`src/rtl/video_pattern_gen.sv`:
```
// Test-pattern generator: gradient, colour bars, checkerboard or solid colour,
// aligned with the timing inputs. Define VIDEO_PATTERN_BORDER_EN for a white frame border.
module video_pattern_gen #(
  parameter int COLOR_BITS  = 8,
  parameter int H_BITS      = 10,
  parameter int V_BITS      = 9,
  parameter int H_ACTIVE    = 240,
  parameter int V_ACTIVE    = 320,
  parameter int PIPE_STAGES = 2,
  parameter int CHECK_LOG2  = 4
) (
  input  logic                    clk,
  input  logic                    rst,
  input  logic [1:0]              mode_sel,
  input  logic [3*COLOR_BITS-1:0] solid_color,
  input  logic [H_BITS-1:0]       pos_h,
  input  logic [V_BITS-1:0]       pos_v,
  input  logic                    active_in,
  input  logic                    hsync_in,
  input  logic                    vsync_in,
  output logic [COLOR_BITS-1:0]   red,
  output logic [COLOR_BITS-1:0]   green,
  output logic [COLOR_BITS-1:0]   blue,
  output logic                    active_out,
  output logic                    hsync_out,
  output logic                    vsync_out,
  output logic [7:0]              frame_cnt,
  output logic [1:0]              mode_active
);

  localparam int CB = COLOR_BITS;
  localparam int PW = 3 * COLOR_BITS;

  logic          origin;
  logic          origin_q;
  logic          frame_start;
  logic [7:0]    cnt_now;
  logic [1:0]    mode_now;
  logic [2:0]    bar_idx;
  logic [2:0]    bar_rgb;
  logic          check_white;
  logic [PW-1:0] pixel;
  logic [PW-1:0] pixel_gated;

  logic [PW-1:0]          rgb_pipe [PIPE_STAGES];
  logic [PIPE_STAGES-1:0] act_pipe;
  logic [PIPE_STAGES-1:0] hs_pipe;
  logic [PIPE_STAGES-1:0] vs_pipe;

  function automatic logic [PW-1:0] expand(input logic [2:0] f);
    return {{CB{f[2]}}, {CB{f[1]}}, {CB{f[0]}}};
  endfunction

  // The frame-start pixel already uses the freshly loaded mode and count.
  assign origin      = active_in && (pos_h == '0) && (pos_v == '0);
  assign frame_start = origin && !origin_q;
  assign cnt_now     = frame_start ? frame_cnt + 8'd1 : frame_cnt;
  assign mode_now    = frame_start ? mode_sel : mode_active;

  // Bar thresholds fold to constants; positions past the last one stay in bar 7.
  always_comb begin
    bar_idx = '0;
    for (int k = 1; k < 8; k++) begin
      if (32'(pos_h) >= 32'(k * H_ACTIVE / 8)) bar_idx = 3'(k);
    end
  end

  always_comb begin
    bar_rgb = 3'b000;
    case (bar_idx)
      3'd0:    bar_rgb = 3'b111;
      3'd1:    bar_rgb = 3'b110;
      3'd2:    bar_rgb = 3'b011;
      3'd3:    bar_rgb = 3'b010;
      3'd4:    bar_rgb = 3'b101;
      3'd5:    bar_rgb = 3'b100;
      3'd6:    bar_rgb = 3'b001;
      default: bar_rgb = 3'b000;
    endcase
  end

  assign check_white = pos_h[CHECK_LOG2] ^ pos_v[CHECK_LOG2] ^ cnt_now[5];

  always_comb begin
    pixel = '0;
    case (mode_now)
      2'd0:    pixel = {CB'(pos_h) + CB'(cnt_now), CB'(pos_v), 1'b1, {(CB-1){1'b0}}};
      2'd1:    pixel = expand(bar_rgb);
      2'd2:    pixel = check_white ? '1 : '0;
      default: pixel = solid_color;
    endcase
  end

`ifdef VIDEO_PATTERN_BORDER_EN
  logic on_border;
  assign on_border = (pos_h == '0) || (pos_h == H_BITS'(H_ACTIVE - 1)) ||
                     (pos_v == '0) || (pos_v == V_BITS'(V_ACTIVE - 1));
  assign pixel_gated = !active_in ? '0 : (on_border ? '1 : pixel);
`else
  assign pixel_gated = active_in ? pixel : '0;
`endif

  always_ff @(posedge clk or negedge rst) begin
    if (!rst) begin
      origin_q    <= 1'b0;
      frame_cnt   <= '0;
      mode_active <= '0;
      act_pipe    <= '0;
      hs_pipe     <= '1;
      vs_pipe     <= '1;
      for (int i = 0; i < PIPE_STAGES; i++) rgb_pipe[i] <= '0;
    end else begin
      origin_q <= origin;
      if (frame_start) begin
        frame_cnt   <= cnt_now;
        mode_active <= mode_sel;
      end
      rgb_pipe[0] <= pixel_gated;
      act_pipe[0] <= active_in;
      hs_pipe[0]  <= hsync_in;
      vs_pipe[0]  <= vsync_in;
      for (int i = 1; i < PIPE_STAGES; i++) begin
        rgb_pipe[i] <= rgb_pipe[i-1];
        act_pipe[i] <= act_pipe[i-1];
        hs_pipe[i]  <= hs_pipe[i-1];
        vs_pipe[i]  <= vs_pipe[i-1];
      end
    end
  end

  assign {red, green, blue} = rgb_pipe[PIPE_STAGES-1];
  assign active_out         = act_pipe[PIPE_STAGES-1];
  assign hsync_out          = hs_pipe[PIPE_STAGES-1];
  assign vsync_out          = vs_pipe[PIPE_STAGES-1];

endmodule

```
`config.mk`:
```
export PLATFORM = sky130hd
export DESIGN_NAME = video_pattern_gen
export DESIGN_NICKNAME = d
export VERILOG_FILES = /design/src/rtl/video_pattern_gen.sv
export SDC_FILE = /design/constraint.sdc
export NUM_CORES = 1
export LEC_CHECK = 0
export CAP_MARGIN = 10
export CORE_MARGIN = 2
export CORE_UTILIZATION = 43
export DETAILED_ROUTE_END_ITERATION = 10
export PLACE_DENSITY = 0.86
export RECOVER_POWER = 25
export SYNTH_ARGS = -nofsm -noshare
export SYNTH_HDL_FRONTEND = slang
export SYNTH_SLANG_ARGS = --single-unit
```
`constraint.sdc`:
```
create_clock -name clk -period 2.76 [get_ports clk]
set_input_delay 0.276 -clock clk [delete_from_list [all_inputs] [get_ports clk]]
set_output_delay 0.276 -clock clk [all_outputs]
set_load 0.05 [all_outputs]
```
==> results of run 1 <==
layout make-up:
cell class / count / share of cell area
Clock buffer: 9 / 0.0262
Timing Repair Buffer: 159 / 0.291
Tap cell: 99 / 0.0262
Clock inverter: 7 / 0.0114
Inverter: 10 / 0.00793
Multi-Input combinational cell: 180 / 0.292
Sequential cell: 65 / 0.345
cells by family after synthesis:
| logic type | after synthesis | synth area share |
|---|---|---|
| flops | 65 | 0.521 |
| fa+ha+maj | 10 | 0.0415 |
| compound gates | 70 | 0.161 |
| simple gates | 80 | 0.135 |
| xor+xnor | 20 | 0.0559 |
| buf+inv | 44 | 0.0854 |
cell usage in the layout, fill, tap and decap left out, types with 7 or more instances in the layout:
| cell | count |
|---|---|
| nor2_1 | 21 |
| nand2_1 | 9 |
| buf_4 | 71 |
| clkdlybuf4s50_1 | 67 |
| xor2_1 | 9 |
| xnor2_1 | 9 |
| dfrtp_1 | 60 |
| o21a_1 | 8 |
| o21ai_1 | 8 |
| o21ai_0 | 12 |
| dlygate4sd2_1 | 7 |
| inv_1 | 8 |
| clkbuf_8 | 9 |
| a31oi_1 | 9 |
power by group through the flow:
| stage | clock network, uW | registers, uW | logic (uW) |
|---|---|---|---|
| floorplan | 0 | 1050 | 232 |
| global placement | 0 | 1040 | 401 |
| detailed placement | 0 | 1050 | 406 |
| CTS | 734 | 1030 | 416 |
| global route | 780 | 1030 | 451 |
| finish | 728 | 1030 | 426 |
flip-flops by register name (all words and copies together) (netlist names):
name / cells
act_pipe: 2
blue: 8
frame_cnt: 8
green: 8
hs_pipe: 2
mode_active: 2
origin_q: 1
red: 8
rgb_pipe: 24
vs_pipe: 2
per-stage QoR:
stage,cell area (sq um),cells,hold slack (ns)
2_1_floorplan,3180,289,-0.0196
5_1_grt,4730,529,0.246
3_5_place_dp,4360,499,0.335
6_report,4730,529,0.225
4_1_cts,4660,526,0.213
3_3_place_gp,4360,499,0.331
worst paths after layout:
check                                  startpoint  depth (start not counted)                     end  slack (ns)
setup / recovery                         pos_h[2]                         15  rgb_pipe[47]$_DFF_PN0_       -0.06
hold / removal                           pos_v[8]                          4      origin_q$_DFF_PN0_        0.22
setup reg to reg               origin_q$_DFF_PN0_                         11  rgb_pipe[47]$_DFF_PN0_        0.09
hold reg to reg            rgb_pipe[28]$_DFF_PN0_                          0       blue[4]$_DFF_PN0_        0.35
max in group asynchronous                     rst                          3    hs_pipe[0]$_DFF_PN1_        0.77
min in group asynchronous                     rst                          2        red[1]$_DFF_PN0_        0.89
routing by layer:
layer  global-route usage  wire (microns)  up-vias
li1                     -               -     1287
met3               0.0739             671       29
met5                    0               0        -
met1                0.264            3450     1335
met2                0.398            4510      132
met4                0.109             300        0
repair_timing:
item                                    4_1_cts  5_1_grt
cloned                                        0        0
hold buffers                                  1        0
endpoints found under the setup margin       24       22
endpoints found under the hold margin        30        0
pin swaps                                    23       11
gates resized for setup                      54       11
buffers inserted                             10        3
Yosys cell counts (2+ instances only):
cell type  instances  area, sq um
o21ai_0           14         70.1
ha_1               8          100
a211oi_1           2         15.0
dfstp_2            4          105
or3_1              2         12.5
dfrtp_1           61         1530
o211ai_1           3         22.5
a21oi_1            3         15.0
inv_1              8         30.0
a31oi_1           10         62.6
o2111a_1           5         56.3
nand4b_1           2         17.5
and3_1             3         18.8
o21ai_1            7         35.0
a21o_1             2         15.0
nor2_1            25         93.8
nand3_1            6         30.0
xnor2_1           11         96.3
or4_4              3         33.8
o21a_1             8         60.1
nand4_1            4         25.0
nor3_1             7         35.0
nand2b_1           3         18.8
nor4_1             5         31.3
buf_4             25          188
xor2_1             9         78.8
a21boi_0           3         22.5
clkbuf_1           7         26.3
nand2_1           13         48.8
worst max-delay path, delay by kind of cell:
kind / cells / cell delay, ns
adders and majority gates: 1 / 0.29
xor gates and xnor gates: 2 / 0.38
buffers and inverters: 3 / 0.77
and+or+nand+nor: 6 / 0.82
AOI/OAI and AO/OA: 3 / 0.52
==> results.py, run 1 <==
metrics = {
    "clocking": {
        "cts_root_buf": "clkbuf_8",
        "clock_path_buffers": 2,
        "clock_latency_ns": 0.34,
        "htreeDepth": 3,
        "cts_tree": "built",
        "cts.sinks": 65,
        "numCtsBuffers": 9,
        "path_clk_slew_ns": 0.08,
    },
    "logic_synthesis": {
        "synthCells": 289,
        "ys_warn_count": 0,
        "netlist_area_sq_mm": 0.00313,
        "synthFlopType": "dfrtp_1",
        "async_flop_share": 1.00,
        "synth_edf_count": 0,
        "synth_nets": 348,
        "ys_seq_elements": 65,
        "ys_types": 55,
        "avgSynthCellArea_sq_um": 10.8,
        "yosysSeqAreaShare": 0.521,
    },
    "power_and_ir_drop": {
        "swShare": 0.299,
        "vdd_ir_drop_max_uv": 277,
        "leakage_uw": 0.00214,
        "power.internal_uw": 1530,
        "p_total_uw": 2180,
        "power_density_mw_per_mm2": 461,
        "p_sw_uw": 652,
        "pwr-share-clk": 0.334,
        "combPwrFrac": 0.195,
        "pwr-share-seq": 0.471,
    },
    "detailed_routing": {
        "drcViolationCount": 0,
        "antenna_left": 0,
        "wirelength_microns": 8930,
        "drtPass1Iterations": 4,
        "wire_per_inst_microns": 16.9,
        "first_iter_violations": 161,
        "viasPerCell": 5.26,
        "vias": 2783,
    },
    "setup_path": {
        "path_class": "primary input to flip-flop",
        "cp_max_fo": 3,
        "cp_data_arrival_time_ns": 3.06,
        "crit_path_end_kind": "flip-flop",
        "worstPathRequired_ns": 3.00,
        "cp_slowest_stage_delay_ns": 0.44,
        "path_cells": "clkdlybuf4s50_1, nor3_1, buf_4, and4_4, nand2_4, buf_4, nor2_2, xor2_1, ha_1, nand2_1, o21ai_2, o41ai_4, xor2_1, nor3_1, o21a_1",
        "start_kind": "primary input",
        "slowest_stage": "clkdlybuf4s50_1",
    },
    "timing": {
        "finalClockSkew_ns": 0.00631,
        "timing.fmax_ghz": 0.354,
        "slew_headroom": -0.0957,
        "period_needed_ns": 2.82,
        "worst_slack_ns": -0.0634,
        "hold_viol": 0,
        "finalSetupViolations": 6,
        "maxSlewViolCount": 34,
        "rsz0062_at_grt": "yes",
        "tightest_slew_ns": 1.64,
        "setup_tns_ns": -0.288,
        "period_share": 1.02,
    },
    "place": {
        "gp_congestion": 0.975,
        "dpl.hpwl_microns": 6350,
        "io_buffers": 86,
        "post-place-ws_ns": -0.857,
    },
    "die": {
        "initial_core_util": 0.439,
        "coreArea_sq_mm": 0.00714,
        "row_count": 31,
        "fp.dieW_microns": 89.4,
        "die_h_microns": 89.4,
        "num_io_pins": 87,
        "die_area_sq_mm": 0.00799,
    },
    "layout": {
        "synthToLayoutAreaGrowth_pct": 50.9,
        "fin_util": 0.663,
        "diodes": 0,
        "multi_input_area_sq_mm": 0.00138,
        "drive_gt1_frac": 0.319,
        "final_nets": 484,
        "nFillCells": 534,
        "seqCellArea_sq_mm": 0.00163,
    },
    "run": {
        "maxCapViolCount": 1,
    },
    "hold_path": {
        "hold_class": "primary input to flip-flop",
    },
    "grt": {
        "overflow": 0,
        "antenna_found_initial": 0,
        "track_usage": 0.233,
        "grt_pass1_wl_microns": 13800,
        "grt_max_degree": 34,
        "grt_pass1_vias": 2878,
    },
    "run_status": {
        "status": "complete, but fails checks",
        "violations": "max-capacitance violations, max-slew violations, negative setup slack",
    },
}
No activity file was read; power rests on OpenSTA's default activity.
==> run 2, diff against run 1 <==
--- a/config.mk
+++ b/config.mk
@@ -8,2 +8,3 @@
 export CAP_MARGIN = 10
+export CORE_ASPECT_RATIO = 1.5
 export CORE_MARGIN = 2
--- a/constraint.sdc
+++ b/constraint.sdc
@@ -3,2 +3,2 @@
 set_output_delay 0.276 -clock clk [all_outputs]
-set_load 0.05 [all_outputs]
+set_load 0.02 [all_outputs]
==> results.py, run 2 (same netlist as run 1, synthesis figures left out) <==
metrics = {
    "place": {
        "placed_cell_area_sq_mm": 0.00431,
        "io_buffers": 86,
        "gp_congestion": 0.889,
        "dpl.hpwl_microns": 6270,
        "dpl.cell_count": 475,
    },
    "layout": {
        "drive_gt1_frac": 0.339,
        "synthToLayoutAreaGrowth_pct": 53.7,
        "largest_register_ffs": 24,
        "final_common_cell": "buf_4",
        "final_nets": 491,
        "diodes": 0,
        "final_cell_mix": "buf_4 (74), clkdlybuf4s50_1 (70), dfrtp_1 (61), nor2_1 (21), o21ai_0 (12)",
        "regMostFlops": "rgb_pipe",
        "final_cells": 517,
        "finish.instance_area_sq_mm": 0.00482,
    },
    "die": {
        "die_area_sq_mm": 0.00800,
        "coreArea_sq_mm": 0.00713,
        "fp.dieW_microns": 73.7,
        "num_io_pins": 87,
        "row_count": 38,
        "die_h_microns": 109,
        "initial_core_util": 0.439,
    },
    "setup_path": {
        "slowest_stage": "or4b_4",
        "cp_slowest_stage_delay_ns": 0.56,
        "cp_data_arrival_time_ns": 2.99,
        "path_cells": "buf_8, or4b_4, or3_4, nor2_4, nand4_1, xnor2_1, ha_1, nand2_1, o21ai_2, o41ai_2, xor2_1, nor3_1, o21a_1",
        "path_buf_inv": 1,
        "crit_family": "simple AND/OR/NAND/NOR gates",
        "start_kind": "primary input",
        "cp_max_fo": 3,
        "crit_path_end_kind": "flip-flop",
        "path_class": "primary input to flip-flop",
        "worstPathRequired_ns": 3.01,
    },
    "power_and_ir_drop": {
        "power_density_mw_per_mm2": 435,
        "leakage_uw": 0.00224,
        "vdd_ir_drop_max_uv": 245,
        "p_total_uw": 2090,
    },
    "timing": {
        "finalSetupViolations": 0,
        "slew_headroom": 0.317,
        "hold_viol": 0,
        "tightest_slew_ns": 1.01,
        "finalClockSkew_ns": 0.0152,
        "timing.fmax_ghz": 0.365,
        "rsz0062_at_grt": "yes",
        "period_share": 0.993,
        "period_needed_ns": 2.74,
        "whs_ns": 0.0263,
        "maxSlewViolCount": 0,
    },
    "grt": {
        "grt_max_degree": 41,
        "track_usage": 0.226,
        "grt_pass1_vias": 2897,
        "antenna_found_initial": 0,
        "grt_pass1_wl_microns": 13400,
        "overflow": 0,
    },
    "detailed_routing": {
        "antenna_left": 0,
        "viasPerCell": 5.38,
        "wire_per_inst_microns": 16.7,
        "first_iter_violations": 200,
        "drtPass1Iterations": 4,
        "vias": 2780,
        "wirelength_microns": 8620,
        "drcViolationCount": 0,
    },
    "clocking": {
        "clock_latency_ns": 0.35,
        "cts_tree": "built",
        "numCtsBuffers": 9,
        "cts.sinks": 65,
        "path_clk_slew_ns": 0.08,
        "clock_path_buffers": 2,
        "htreeDepth": 3,
        "cts_root_buf": "clkbuf_8",
        "cts_hold_buffers": 0,
    },
    "run_status": {
        "status": "completed",
    },
    "hold_path": {
        "hold_class": "primary input to asynchronous set/reset pin",
    },
    "run": {
        "maxCapViolCount": 0,
    },
}
## run 2: cell types whose count changed in the layout (fill, tap and decap cells not counted), moves of 4 or more
cell	previous run	this run
buf_2	6	2
dlygate4sd2_1	7	2
clkbuf_2	0	4
buf_6	2	7
## run 2: stage by stage
stage / worst slack [ns] / utilization / TNS, ns
finish: 0.0200 / 0.675 / 0
global placement: -0.720 / 0.605 / -11.27
floorplan: -0.177 / - / -0.288
detailed placement: -0.735 / 0.605 / -12.43
CTS: 0.00156 / 0.660 / 0
global route: -0.118 / 0.675 / -0.277
## run 2: where the power goes
group / switching [uW] / internal [uW] / total, uW
Clock: 367 / 347 / 714
Combinational: 167 / 185 / 353
Sequential: 15.5 / 1010 / 1030
Total: 550 / 1540 / 2090
## run 2: timing repair
action	4_1_cts	5_1_grt
pin swaps	29	27
gates resized for setup	42	30
setup buffers	19	9
endpoints found under the setup margin	24	24
## run 2: area by class of cell
class / instances / area (sq um)
Clock buffer: 11 / 141
Clock inverter: 5 / 31.3
Fill cell: 516 / 2310
Inverter: 10 / 37.5
Multi-Input combinational cell: 180 / 1400
Sequential cell: 65 / 1630
Tap cell: 80 / 100
Timing Repair Buffer: 166 / 1480
## run 2: routing by layer
| layer | GRT usage | share of wire | vias to the layer above |
|---|---|---|---|
| met1 | 0.236 | 0.34 | 1309 |
| met2 | 0.385 | 0.53 | 133 |
| li1 | - | - | 1293 |
| met4 | 0.169 | 0.068 | 0 |
| met5 | 0 | 0 | - |
| met3 | 0.0513 | 0.058 | 45 |
## run 2: worst paths after layout
check / startpoint / end / slack [ns] / depth (start not counted)
min in group clk: pos_v[8] / origin_q$_DFF_PN0_ / 0.17 / 4
setup reg to reg: origin_q$_DFF_PN0_ / rgb_pipe[47]$_DFF_PN0_ / 0.10 / 11
hold reg to reg: rgb_pipe[26]$_DFF_PN0_ / blue[2]$_DFF_PN0_ / 0.35 / 0
hold / removal: rst / rgb_pipe[27]$_DFF_PN0_ / 0.03 / 1
setup / recovery: pos_v[8] / rgb_pipe[47]$_DFF_PN0_ / 0.02 / 13
max in group asynchronous: rst / vs_pipe[0]$_DFF_PN1_ / 1.96 / 2
